$ cat src/rtl/rr_arb_mux.sv
// N-channel arbitrated selector: round-robin or fixed-priority grant feeding a
// one-entry output register with valid/ready handshakes on both sides.
module rr_arb_mux #(
  parameter int WIDTH  = 32,
  parameter int NUM_CH = 4,
  parameter int SELW   = (NUM_CH > 1) ? $clog2(NUM_CH) : 1
) (
  input  logic                    clk,
  input  logic                    rst,
  input  logic                    mode,
  input  logic [NUM_CH-1:0]       in_valid,
  input  logic [NUM_CH*WIDTH-1:0] in_data,
  output logic [NUM_CH-1:0]       in_ready,
  output logic                    out_valid,
  output logic [WIDTH-1:0]        out_data,
  output logic [SELW-1:0]         out_sel,
  input  logic                    out_ready
);

  logic [SELW-1:0]  ptr;
  logic [SELW-1:0]  gnt;
  logic             gnt_vld;
  logic             load_en;
  logic [WIDTH-1:0] ch_data [NUM_CH];

  assign load_en = !out_valid || out_ready;

  always_comb begin
    for (int unsigned i = 0; i < NUM_CH; i++) begin
      ch_data[i] = in_data[i*WIDTH +: WIDTH];
    end
  end

  // Visit channels in priority order; the first valid one wins. Fixed mode
  // starts the search at 0, round-robin starts at ptr and wraps.
  always_comb begin
    int unsigned idx;
    gnt_vld = 1'b0;
    gnt     = '0;
    idx     = 0;
    for (int unsigned i = 0; i < NUM_CH; i++) begin
      idx = mode ? i : (32'(ptr) + i) % NUM_CH;
      if (!gnt_vld && in_valid[SELW'(idx)]) begin
        gnt_vld = 1'b1;
        gnt     = SELW'(idx);
      end
    end
  end

  always_comb begin
    in_ready = '0;
    if (!rst && load_en && gnt_vld) begin
      in_ready[gnt] = 1'b1;
    end
  end

  always_ff @(posedge clk) begin
    if (rst) begin
      out_valid <= 1'b0;
      out_data  <= '0;
      out_sel   <= '0;
      ptr       <= '0;
    end else if (load_en) begin
      if (gnt_vld) begin
        out_valid <= 1'b1;
        out_data  <= ch_data[gnt];
        out_sel   <= gnt;
        if (!mode) begin
          ptr <= (gnt == SELW'(NUM_CH - 1)) ? '0 : gnt + 1'b1;
        end
      end else begin
        out_valid <= 1'b0;
      end
    end
  end

  a_ready_onehot: assert property (@(posedge clk) $onehot0(in_ready));

endmodule

$ cat config.mk
export PLATFORM = sky130hd
export DESIGN_NAME = rr_arb_mux
export DESIGN_NICKNAME = d
export VERILOG_FILES = /design/src/rtl/rr_arb_mux.sv
export SDC_FILE = /design/constraint.sdc
export NUM_CORES = 1
export LEC_CHECK = 0
export ABC_CLOCK_PERIOD_IN_PS = 3100
export CORE_UTILIZATION = 34
export DETAILED_ROUTE_END_ITERATION = 8
export GPL_TIMING_DRIVEN = 1
export PLACE_DENSITY_LB_ADDON = 0.08
export SETUP_SLACK_MARGIN = 0.02
export SKIP_CTS_REPAIR_TIMING = 1
export SYNTH_ARGS = -nofsm -noshare
export SYNTH_HDL_FRONTEND = slang
export SYNTH_SLANG_ARGS = --single-unit
$ cat constraint.sdc
create_clock -name clk -period 3.1 [get_ports clk]
set_clock_uncertainty 0.2 [all_clocks]
set_input_delay 0.775 -clock clk [delete_from_list [all_inputs] [get_ports clk]]
set_output_delay 0.775 -clock clk [all_outputs]
set_load 0.03 [all_outputs]
Word-level counts from Yosys, hierarchy flattened --
Cells that the tools add are included.
Operators by class: muxes and demuxes 28, shifts and indexed selects 0, bitwise logic cells 2, reduce and logical (&&, ||, !) cells 14, $lt $le $gt $ge 7, equal/unequal tests 1, $add $sub $neg 4, $mul 0, div/mod/pow operators 0
Operator list (number):
- $bmux 32 s2 | 1
- $mux 32 | 2
- $mux 2 | 9
- $lt 2x3->1 const B | 5
- $mux 1 | 10
- $bmux 1 s2 | 4
- $logic_and 1x1->1 | 6
- $logic_not 1->1 | 5
- $add 2x1->2 const B | 2
- $add 2x2->2 const B | 2
- $mux 4 | 1
- $ge 3x3->1 const B | 1
- $not 2->3 | 1
- $reduce_and 3->1 | 1
- $demux 1 s2 | 1
- $eq 2x2->1 const B | 1
- $ge 2x1->1 const B | 1
- $reduce_and 2->1 | 1
- $logic_or 1x1->1 | 1
- $not 1->1 | 1
Word-level totals: bits of input ports 136, word-level logic and storage cells 60, output and inout bits 39, latch bits 0, flip-flop bits (word level) 37, memories kept 0, ROM bits 0, bits in writable memories 0

Longest topological paths before layout --
Gate-level depths: netlist of run 1.
depth in word-level cells 18, mapped depth 10, depth with buffers taken out 8

Least setup slack after synthesis of run 1 --
No wires, ideal clock.
kind in2out, start in in_valid[0], end out in_ready[2], arrival time 2411 ps, slack -286 ps, path buffers 2, stages 9, data required time 2125 ps, cells stage by stage or2_1 > nor3_2 > nor4_4 > buf_2 > buf_2 > inv_2 > ha_1 > nand2_1 > nor2_1
On the way: word-level cells in the longest chain between the ends 17
Ends and longest elaborated chain:
- start, declared | RTL line 11 | input logic [NUM_CH-1:0] in_valid,
- $bmux 1 s2 | RTL line 43 | if (!gnt_vld && in_valid[SELW'(idx)]) begin
- $mux 1 (not written as such) | RTL line 43
- $mux 1 | RTL line 43
- $logic_not 1->1 | RTL line 43
- $logic_and 1x1->1 | RTL line 43
- $mux 1 | RTL line 43
- $logic_not 1->1 | RTL line 43
- $logic_and 1x1->1 | RTL line 43
- $mux 1 | RTL line 43
- $logic_not 1->1 | RTL line 43
- $logic_and 1x1->1 | RTL line 43
- $mux 2 | RTL line 43
- $lt 2x3->1 (not written as such) or $ge 2x1->1 (tied branches) | RTL line 53 | in_ready[gnt] = 1'b1;
- $logic_and 1x1->1 (not written as such) | RTL line 53
- $mux 1 (not written as such) | RTL line 53
- $demux 1 s2 | RTL line 53
- $mux 4 (*) | RTL line 52 | if (!rst && load_en && gnt_vld) begin
- end, declared | RTL line 13 | output logic [NUM_CH-1:0] in_ready,
Mark *: on every way between the ends. The rest lies on a longest branch, timed or not. The select of a mux whose other input is x is not followed.

Final worst setup path of run 1 --
start in in_valid[3], end out in_ready[2]
The elaborated chain is that of the path after synthesis.

==> results of run 1 <==
## registers in the layout, indices dropped and copies added, names as in the netlist
register / count
out_data: 32
out_sel: 2
out_valid: 1
ptr: 2
## metrics by stage
step | hold WS, ps | total power [mW]
3_5_place_dp | 233 | 1.48
4_1_cts | 246 | 1.81
3_3_place_gp | 230 | 1.47
6_report | 241 | 1.82
2_1_floorplan | 320 | 1.05
5_1_grt | 279 | 1.92
## metal layers
layer	part of all wire, %	global-route usage (%)
met2	50	39.5
met5	0	0
met4	1.1	4.86
met1	42	25.5
met3	7.2	6.26
## final cells by class
cell class,instances,share of cell area (%)
clock buffers,6,1.65
multi-input cells,196,33.6
inverters,4,0.342
flip-flops and latches,37,16.9
clock inverters,2,0.228
repair buffers,205,45.1
well taps,77,2.19
## critical path: cells and delay by family
kind / cells / cell delay, ps
AOI/OAI and AO/OA: 1 / 150
adders and majority gates: 1 / 190
buffers and inverters: 3 / 390
and+or+nand+nor: 4 / 560
## cells by family (layout without fill, tap and decap cells)
logic type	count (synthesis)	count (layout)	synth area share [%]
simple gates	61	61	12.8
compound gates	92	92	29.8
fa+ha+maj	1	1	0.562
mux	42	42	18.9
buf+inv	24	217	4.67
flops	37	37	33.3
## worst paths after layout
check	startpoint	to	slack, ps	cells past startpoint
max	in_valid[3]	in_ready[2]	60	9
min	out_sel[1]$_SDFFE_PP0P_	out_sel[1]$_SDFFE_PP0P_	240	2
max reg2reg	ptr[1]$_SDFFE_PP0P_	out_data[14]$_SDFFE_PP0P_	640	9
min reg2reg	out_sel[1]$_SDFFE_PP0P_	out_sel[1]$_SDFFE_PP0P_	240	2
## power by group through the flow
stage	registers (mW)	clock network, mW	logic, mW
after global routing	0.612	0.363	0.946
after floorplan	0.768	0	0.285
after global placement	0.609	0	0.863
final	0.603	0.328	0.889
after CTS	0.602	0.338	0.873
after detailed placement	0.612	0	0.870
## synth_stat cells, types with 2 or more instances
master    instances
mux2i_1          42
nand2_1          39
dfxtp_1          37
o221ai_1         32
a21oi_1          29
a21boi_1         23
clkbuf_1         10
nor2_1            9
buf_2             8
a211oi_1          2
inv_1             2
inv_2             2
nand2b_1          2
nor2b_1           2
nor3_2            2
o21ai_0           2
==> run metrics, run 1 <==
status=finished clean; Seq. cell area=741 µm²; Ys Warns=0; Power Density=414 mW/mm²; Root Buffer=clkbuf_8; CTS H-tree depth=2; routability cong.=0.751; Least-Margin Pin Slew=510 ps; DP Worst Slack=-385 ps; Port Buffers=174; total wire length=7920 µm; Vias=2701; sequential share of power=33.1%; most common cell after layout, fill and taps aside=clkdlybuf4s50_1; fraction of layout cells with a size suffix above 1=15.1%; fin crit share=98.1%; TNS Setup=0 ps; first-pass GRT wire length=12300 µm; dpl hpwl=5930 µm; achievable clock frequency=0.329 GHz; synthesized area=0.00222 mm²; CP max-delay cell=or3_4; Synth top area share=33.3%; Sw Ratio=35.2%; Pint=1.18 mW; Final setup viols=0; largest net degree at the start of global routing=47; Final Instance Area=0.00439 mm²; dominant cell type by area after synthesis=dfxtp_1; syn_nets=394; I/O pin total=175; Initial Util=35.0%; CTS sink count=37; flops & latches, synth=37; initial antenna violation count=0; Async SR Flop Fraction=0%; Inserted Diodes=0; critical-path cell list=dlymetal6s2s_1, buf_4, nor2_1, or3_4, a21oi_4, ha_2, nand2_1, nor2_2, buf_6; Final Hold Vio Count=0; Post-synth EDFFs=0; MaxCap Viol Count=0; Non-Filler Instances=527; Worst path max stage delay=370 ps; Seq/Total Area, Yosys=33.3%; total grt overflow=0; die area=0.00687 mm²; Fillers=522; num rows=29; via/cell ratio=5.13; Antenna Nets Post-Route=0; CP Capture Type=primary output; Crit Path Max Fanout=3; RSZ-0062 raised after global routing=true; Arr. time, crit path=2060 ps; Syn Inst Count=257; routed wire length per instance=15.0 µm; Worst-Skew Late Latency=280 ps; CP required=2120 ps; post-synthesis area per instance=8.66 µm²; most common flop cell mapped by yosys=dfxtp_1; DRC=0; most frequent cells in the layout=clkdlybuf4s50_1 (163), mux2i_1 (42), nand2_1 (39), dfxtp_1 (37); placed insts=515; largest cells by area after synthesis=dfxtp_1 (33%), mux2i_1 (19%), o221ai_1 (13%); Net Sw Power=640 µW; final slew viol count=0; vias in the first global route=2621; CTS Buf Count=5; post-synthesis cell type count=30; CTS tree=done; Clock transition at path regs=80 ps; Final #Nets=586; Setup CP Type=in2out; leakage power=1.72 nW; Clock power frac=18.0%; placed instance area=0.00420 mm²; Util after Layout=69.2%; Max Buffers Root-to-Sink=2; Die Y=82.9 µm; first-pass iteration count of the detailed router=4; core area=0.00635 mm²; Tmin final=3040 ps; PnR worst setup slack=60.3 ps; total track usage=21.9%; worst min path class=reg2reg; multi-input logic area=0.00148 mm²; VDD IR max=223 µV; Layout Area Growth over Synthesis=97.4%; Slew Limit Headroom=66.0%; Combinational Power Share=48.9%; initial drt markers=109; die width=82.9 µm; crit path launch type=input pin
Power figures use the tool's default switching activity.
==> run 2, diff against run 1 <==
CTS_BUF_LIST = sky130_fd_sc_hd__clkbuf_4   (was not set)
==> run 2 against run 1 <==
Against the previous run:
- final cell count unchanged
- non-clock buffer count unchanged
- combinational power about the same
- die area unchanged
- fmax increased by 0.16%
- core utilization decreased by 0.43 points
- clock power decreased by 21%
==> run metrics, run 2 (synthesis gave the netlist of run 1 again) <==
Power Density=401 mW/mm² (-3.2%); Root Buffer=clkbuf_4; total track usage=22.0% (+0.063 points); Top Registers=out_data (32), out_sel (2), ptr (2); worst min path class=reg2reg; Combinational Power Share=50.8% (+1.9 points); CTS tree=done; DRC=0 (unchanged); fin crit share=97.9% (-0.15 points); Arr. time, crit path=2060 ps (about the same); Final Hold Vio Count=0 (unchanged); first-pass iteration count of the detailed router=4 (unchanged); Crit Path Max Fanout=3 (unchanged); initial drt markers=71 (-35%); routability cong.=0.751 (unchanged); Net Sw Power=632 µW (-1.2%); Pint=1.12 mW (-5.2%); die area=0.00687 mm² (unchanged); Port Buffers=174 (unchanged); Worst path max stage delay=230 ps (-140 ps); Initial Util=35.0% (unchanged); CTS sink count=37 (unchanged); core area=0.00635 mm² (unchanged); CTS Buf Count=5 (unchanged); via/cell ratio=5.11 (-0.33%); CTS H-tree depth=2 (unchanged); Antenna Nets Post-Route=0 (unchanged); CP required=2120 ps (about the same); initial antenna violation count=0 (unchanged); reg2reg start=ptr[1]$_SDFFE_PP0P_; most frequent cells in the layout=clkdlybuf4s50_1 (163), mux2i_1 (42), nand2_1 (39), dfxtp_1 (37); Tmin final=3030 ps (-4.80 ps); MaxCap Viol Count=0 (unchanged); crit path buf inv count=4 (+1); CP max-delay cell=o41ai_2; Slew Limit Headroom=65.5% (-0.50 points); Fillers=523 (+0.19%); Sw Ratio=36.1% (+0.93 points); num rows=29 (unchanged); Seq. cell area=741 µm² (unchanged); most common cell after layout, fill and taps aside=clkdlybuf4s50_1; CP Launch Point=in_valid[3]; total power=1.75 mW (-3.8%); Largest register FFs=32 (unchanged); sequential share of power=34.4% (+1.3 points); total wire length=7930 µm (about the same); Most flops, register=out_data; vias in the first global route=2622 (+0.038%); leakage power=1.71 nW (-0.55%); I/O pin total=175 (unchanged); achievable clock frequency=0.330 GHz (+0.16%); routed wire length per instance=15.0 µm (about the same); total grt overflow=0 (unchanged); fraction of layout cells with a size suffix above 1=15.3% (+0.22 points); final slew viol count=0 (unchanged); critical-path cell list=dlymetal6s2s_1, a21boi_2, o41ai_2, buf_4, nor4_4, inv_2, ha_2, nand2_1, nor2_2, buf_6; Vias=2692 (-0.33%); Die Y=82.9 µm (unchanged); DP Worst Slack=-385 ps (unchanged); first-pass GRT wire length=12300 µm (-0.40%); VDD IR max=221 µV (-0.91%); Final #Nets=586 (unchanged); Setup CP Type=in2out; Inserted Diodes=0 (unchanged); multi-input logic area=0.00148 mm² (unchanged); Clock transition at path regs=120 ps (+40 ps); Worst-Skew Late Latency=330 ps (+50 ps); Worst Min Path Start=out_sel[1]$_SDFFE_PP0P_; Least-Margin Pin Slew=517 ps (+7.54 ps); cell family with the largest share of critical-path delay=buffers and inverters; CP Capture Type=primary output; largest net degree at the start of global routing=47 (unchanged); Clock power frac=14.8% (-3.2 points); Layout Area Growth over Synthesis=96.2%; PnR worst setup slack=65.1 ps (+4.80 ps); Final setup viols=0 (unchanged); status=finished clean; RSZ-0062 raised after global routing=true; dpl hpwl=5930 µm (unchanged); crit path launch type=input pin; die width=82.9 µm (unchanged); Max Buffers Root-to-Sink=2 (unchanged)
## run 2: cell count changes in the layout (fill, tap and decap cells not counted)
cell      previous run  this run
clkbuf_4             0         6
clkbuf_8             5         0
clkbuf_1             1         0
## run 2: power groups by stage
stage | sequential (mW) | clock [mW] | combinational, mW
2_1_floorplan | 0.768 | 0 | 0.285
3_3_place_gp | 0.609 | 0 | 0.863
3_5_place_dp | 0.612 | 0 | 0.870
4_1_cts | 0.602 | 0.273 | 0.873
5_1_grt | 0.612 | 0.296 | 0.946
6_report | 0.602 | 0.259 | 0.889
## run 2: layout make-up
class	count	share of cell area, %
sequential	37	17.0
clock buffer	6	1.03
inverter	4	0.344
timing repair buffer	205	45.4
tap	77	2.21
multi-input combinational	196	33.9
clock inverter	2	0.229
## run 2: final timing paths
check                           slack [ps]  cells after the start                        end
worst max register to register         610                      9  out_data[14]$_SDFFE_PP0P_
worst min register to register         250                      2    out_sel[1]$_SDFFE_PP0P_
worst min-delay path                   250                      2    out_sel[1]$_SDFFE_PP0P_
worst max-delay path                    70                     10                in_ready[2]
## run 2: layer usage
layer	global-route usage [%]	part of all wire [%]	vias up
met2	39.1	49	108
li1	-	-	1359
met1	25.5	42	1216
met5	0	0	-
met3	6.26	7.3	9
met4	6.27	1.2	0
## run 2: worst register-to-register path: stages, from the launching register on
cell	delay (ps)
dfxtp_1	380
nor2b_1	160
o21ai_2	140
o41ai_2	90
buf_4	160
nor4_4	170
buf_4	160
buf_4	430
mux2i_1	320
o221ai_1	170
## run 2: stage by stage
step / cell area [µm²] / setup TNS (ps) / hold WS (ps) / util, % / cells
6_report: 4360 / 0 / 247 / 68.7 / 527
5_1_grt: 4360 / -33.9 / 285 / 68.7 / 527
4_1_cts: 4250 / -1160 / 253 / 67.0 / 523
3_5_place_dp: 4200 / -6430 / 233 / 66.1 / 515
3_3_place_gp: 4200 / -4680 / 230 / 66.1 / 515
2_1_floorplan: 2240 / -162 / 320 / - / 257
==> run 3, diff against run 2 <==
CORE_UTILIZATION = 35   (was 34)
DONT_BUFFER_PORTS = 1   (was not set)
==> run 3 against run 2 <==
Against the previous run:
- die area shrank 2.8%
- clock power is 3% lower
- count of clock-buffer cells in the layout decreased by 1
- sequential power is 29% higher
- sequential cell count is the same
- setup slack improved by 93 ps
- largest cell class is now multi-input combinational cells
- largest power group is now registers
==> run metrics, run 3 (synthesis gave the netlist of run 1 again) <==
status=finished clean; CTS H-tree depth=2 (unchanged); achievable clock frequency=0.340 GHz (+3.1%); Seq. cell area=742 µm² (+0.17%); Inserted Diodes=0 (unchanged); Least-Margin Pin Slew=721 ps (+203 ps); Slew Limit Headroom=51.2% (-14 points); num rows=28 (-3.4%); placed insts=325 (-37%); largest net degree at the start of global routing=78 (+66%); Worst-Skew Late Latency=330 ps (about the same); Worst path max stage delay=350 ps (+120 ps); Die Y=81.7 µm (-1.4%); Clock power frac=18.4% (+3.6 points); Pint=808 µW (-28%); critical-path cell list=inv_1, a21oi_1, or3_1, a21oi_1, ha_1, nand2_1, nor2_4; Port Buffers=0 (-100%); I/O pin total=175 (unchanged); initial drt markers=27 (-62%); CTS tree=done; MaxCap Viol Count=0 (unchanged); Final setup viols=0 (unchanged); vias in the first global route=1780 (-32%); Final Hold Vio Count=0 (unchanged); CTS Buf Count=5 (unchanged); Root Buffer=clkbuf_4; dpl hpwl=4400 µm (-26%); Crit Path Max Fanout=4 (+1); total track usage=17.0% (-5.0 points); routed wire length per instance=18.1 µm (+20%); Initial Util=36.9% (+1.9 points); final slew viol count=0 (unchanged); die area=0.00668 mm² (-2.8%); routability cong.=0.748 (-0.51%); Most flops, register=out_data; total grt overflow=0 (unchanged); worst min path class=in2reg; VDD IR max=214 µV (-3.3%); Clock transition at path regs=110 ps (about the same); Antenna Nets Post-Route=0 (unchanged); DP Worst Slack=99.1 ps (+484 ps); Tmin final=2940 ps (-92.6 ps); Top Registers=out_data (32), out_sel (2), ptr (2); first-pass iteration count of the detailed router=4 (unchanged); Max Buffers Root-to-Sink=2 (unchanged); most frequent cells in the layout=mux2i_1 (42), nand2_1 (39), dfxtp_1 (36), o221ai_1 (32), a21oi_1 (29); RSZ-0062 raised after global routing=true; initial antenna violation count=0 (unchanged); total wire length=6030 µm (-24%); CP max-delay cell=or3_1; PnR worst setup slack=158 ps (+92.6 ps); most used cell, CP=a21oi_1; Largest register FFs=32 (unchanged); fraction of layout cells with a size suffix above 1=12.0% (-3.3 points); CP required=2120 ps (about the same); Vias=1967 (-27%); Power Density=566 mW/mm² (+41%); crit path launch type=input pin; DRC=0 (unchanged); via/cell ratio=5.91 (+16%); Net Sw Power=565 µW (-11%); Non-Filler Instances=333 (-37%); Combinational Power Share=25.1% (-26 points); Layout Area Growth over Synthesis=9.00%; leakage power=0.891 nW (-48%); Final #Nets=394 (-33%); Sw Ratio=41.1% (+5.0 points); die width=81.7 µm (-1.4%); multi-input logic area=0.00141 mm² (-4.7%); sequential share of power=56.5% (+22 points); CTS sink count=37 (unchanged); Arr. time, crit path=1970 ps (-90 ps); first-pass GRT wire length=8620 µm (-30%); Setup CP Type=in2out; most common cell after layout, fill and taps aside=mux2i_1; Fillers=611 (+17%); fin crit share=94.9% (-3.0 points); core area=0.00603 mm² (-5.1%); CP Capture Type=primary output
[run 3: cell types whose count changed in the layout (fill, tap and decap cells not counted), sizes merged]
cell and delta:
buf -22, clkbuf -4, clkdlybuf4s50 -163, clkinvlp +1
dlymetal6s2s -4
[run 3: stage by stage]
| step | util [%] | setup TNS, ps | power, mW | hold slack (ps) | instance area [µm²] |
|---|---|---|---|---|---|
| after floorplan | - | -162 | 1.05 | 320 | 2240 |
| after global placement | 39.1 | 0 | 1.13 | 372 | 2360 |
| after detailed placement | 39.1 | 0 | 1.13 | 376 | 2360 |
| after CTS | 40.0 | 0 | 1.39 | 272 | 2410 |
| after global routing | 40.2 | 0 | 1.46 | 269 | 2420 |
| final | 40.2 | 0 | 1.37 | 293 | 2420 |
[run 3: path summary, 6_finish.rpt]
path | from | endpoint | slack, ps | cells after the start
setup / recovery | in_valid[1] | in_ready[2] | 160 | 7
hold / removal | rst | out_sel[0]$_SDFFE_PP0P_ | 290 | 1
setup reg to reg | ptr[1]$_SDFFE_PP0P_ | out_data[27]$_SDFFE_PP0P_ | 710 | 8
hold reg to reg | ptr[0]$_SDFFE_PP0P_ | ptr[0]$_SDFFE_PP0P_ | 350 | 2
[run 3: cell type report]
class	instances	area share, %
inverter	4	0.619
sequential	37	30.6
clock inverter	3	0.722
tap	75	3.87
clock buffer	5	1.55
multi-input combinational	196	58.1
timing repair buffer	13	4.54
[run 3: critical path: cells and delay by family]
kind | cells | cell delay [ps]
and+or+nand+nor | 3 | 630
AOI/OAI and AO/OA | 2 | 330
buffers and inverters | 1 | 30
adders and majority gates | 1 | 190
[run 3: layer usage]
metal	routed length, µm	global-route usage (%)
met2	2880	28.6
met1	2500	20.0
met5	0	0
met4	71	6.32
met3	571	5.44
[run 3: power groups by stage]
stage / registers (mW) / clock network [mW] / logic, mW
floorplan: 0.768 / 0 / 0.285
global route: 0.789 / 0.289 / 0.384
finish: 0.776 / 0.252 / 0.345
detailed placement: 0.788 / 0 / 0.346
global placement: 0.792 / 0 / 0.343
CTS: 0.778 / 0.271 / 0.346
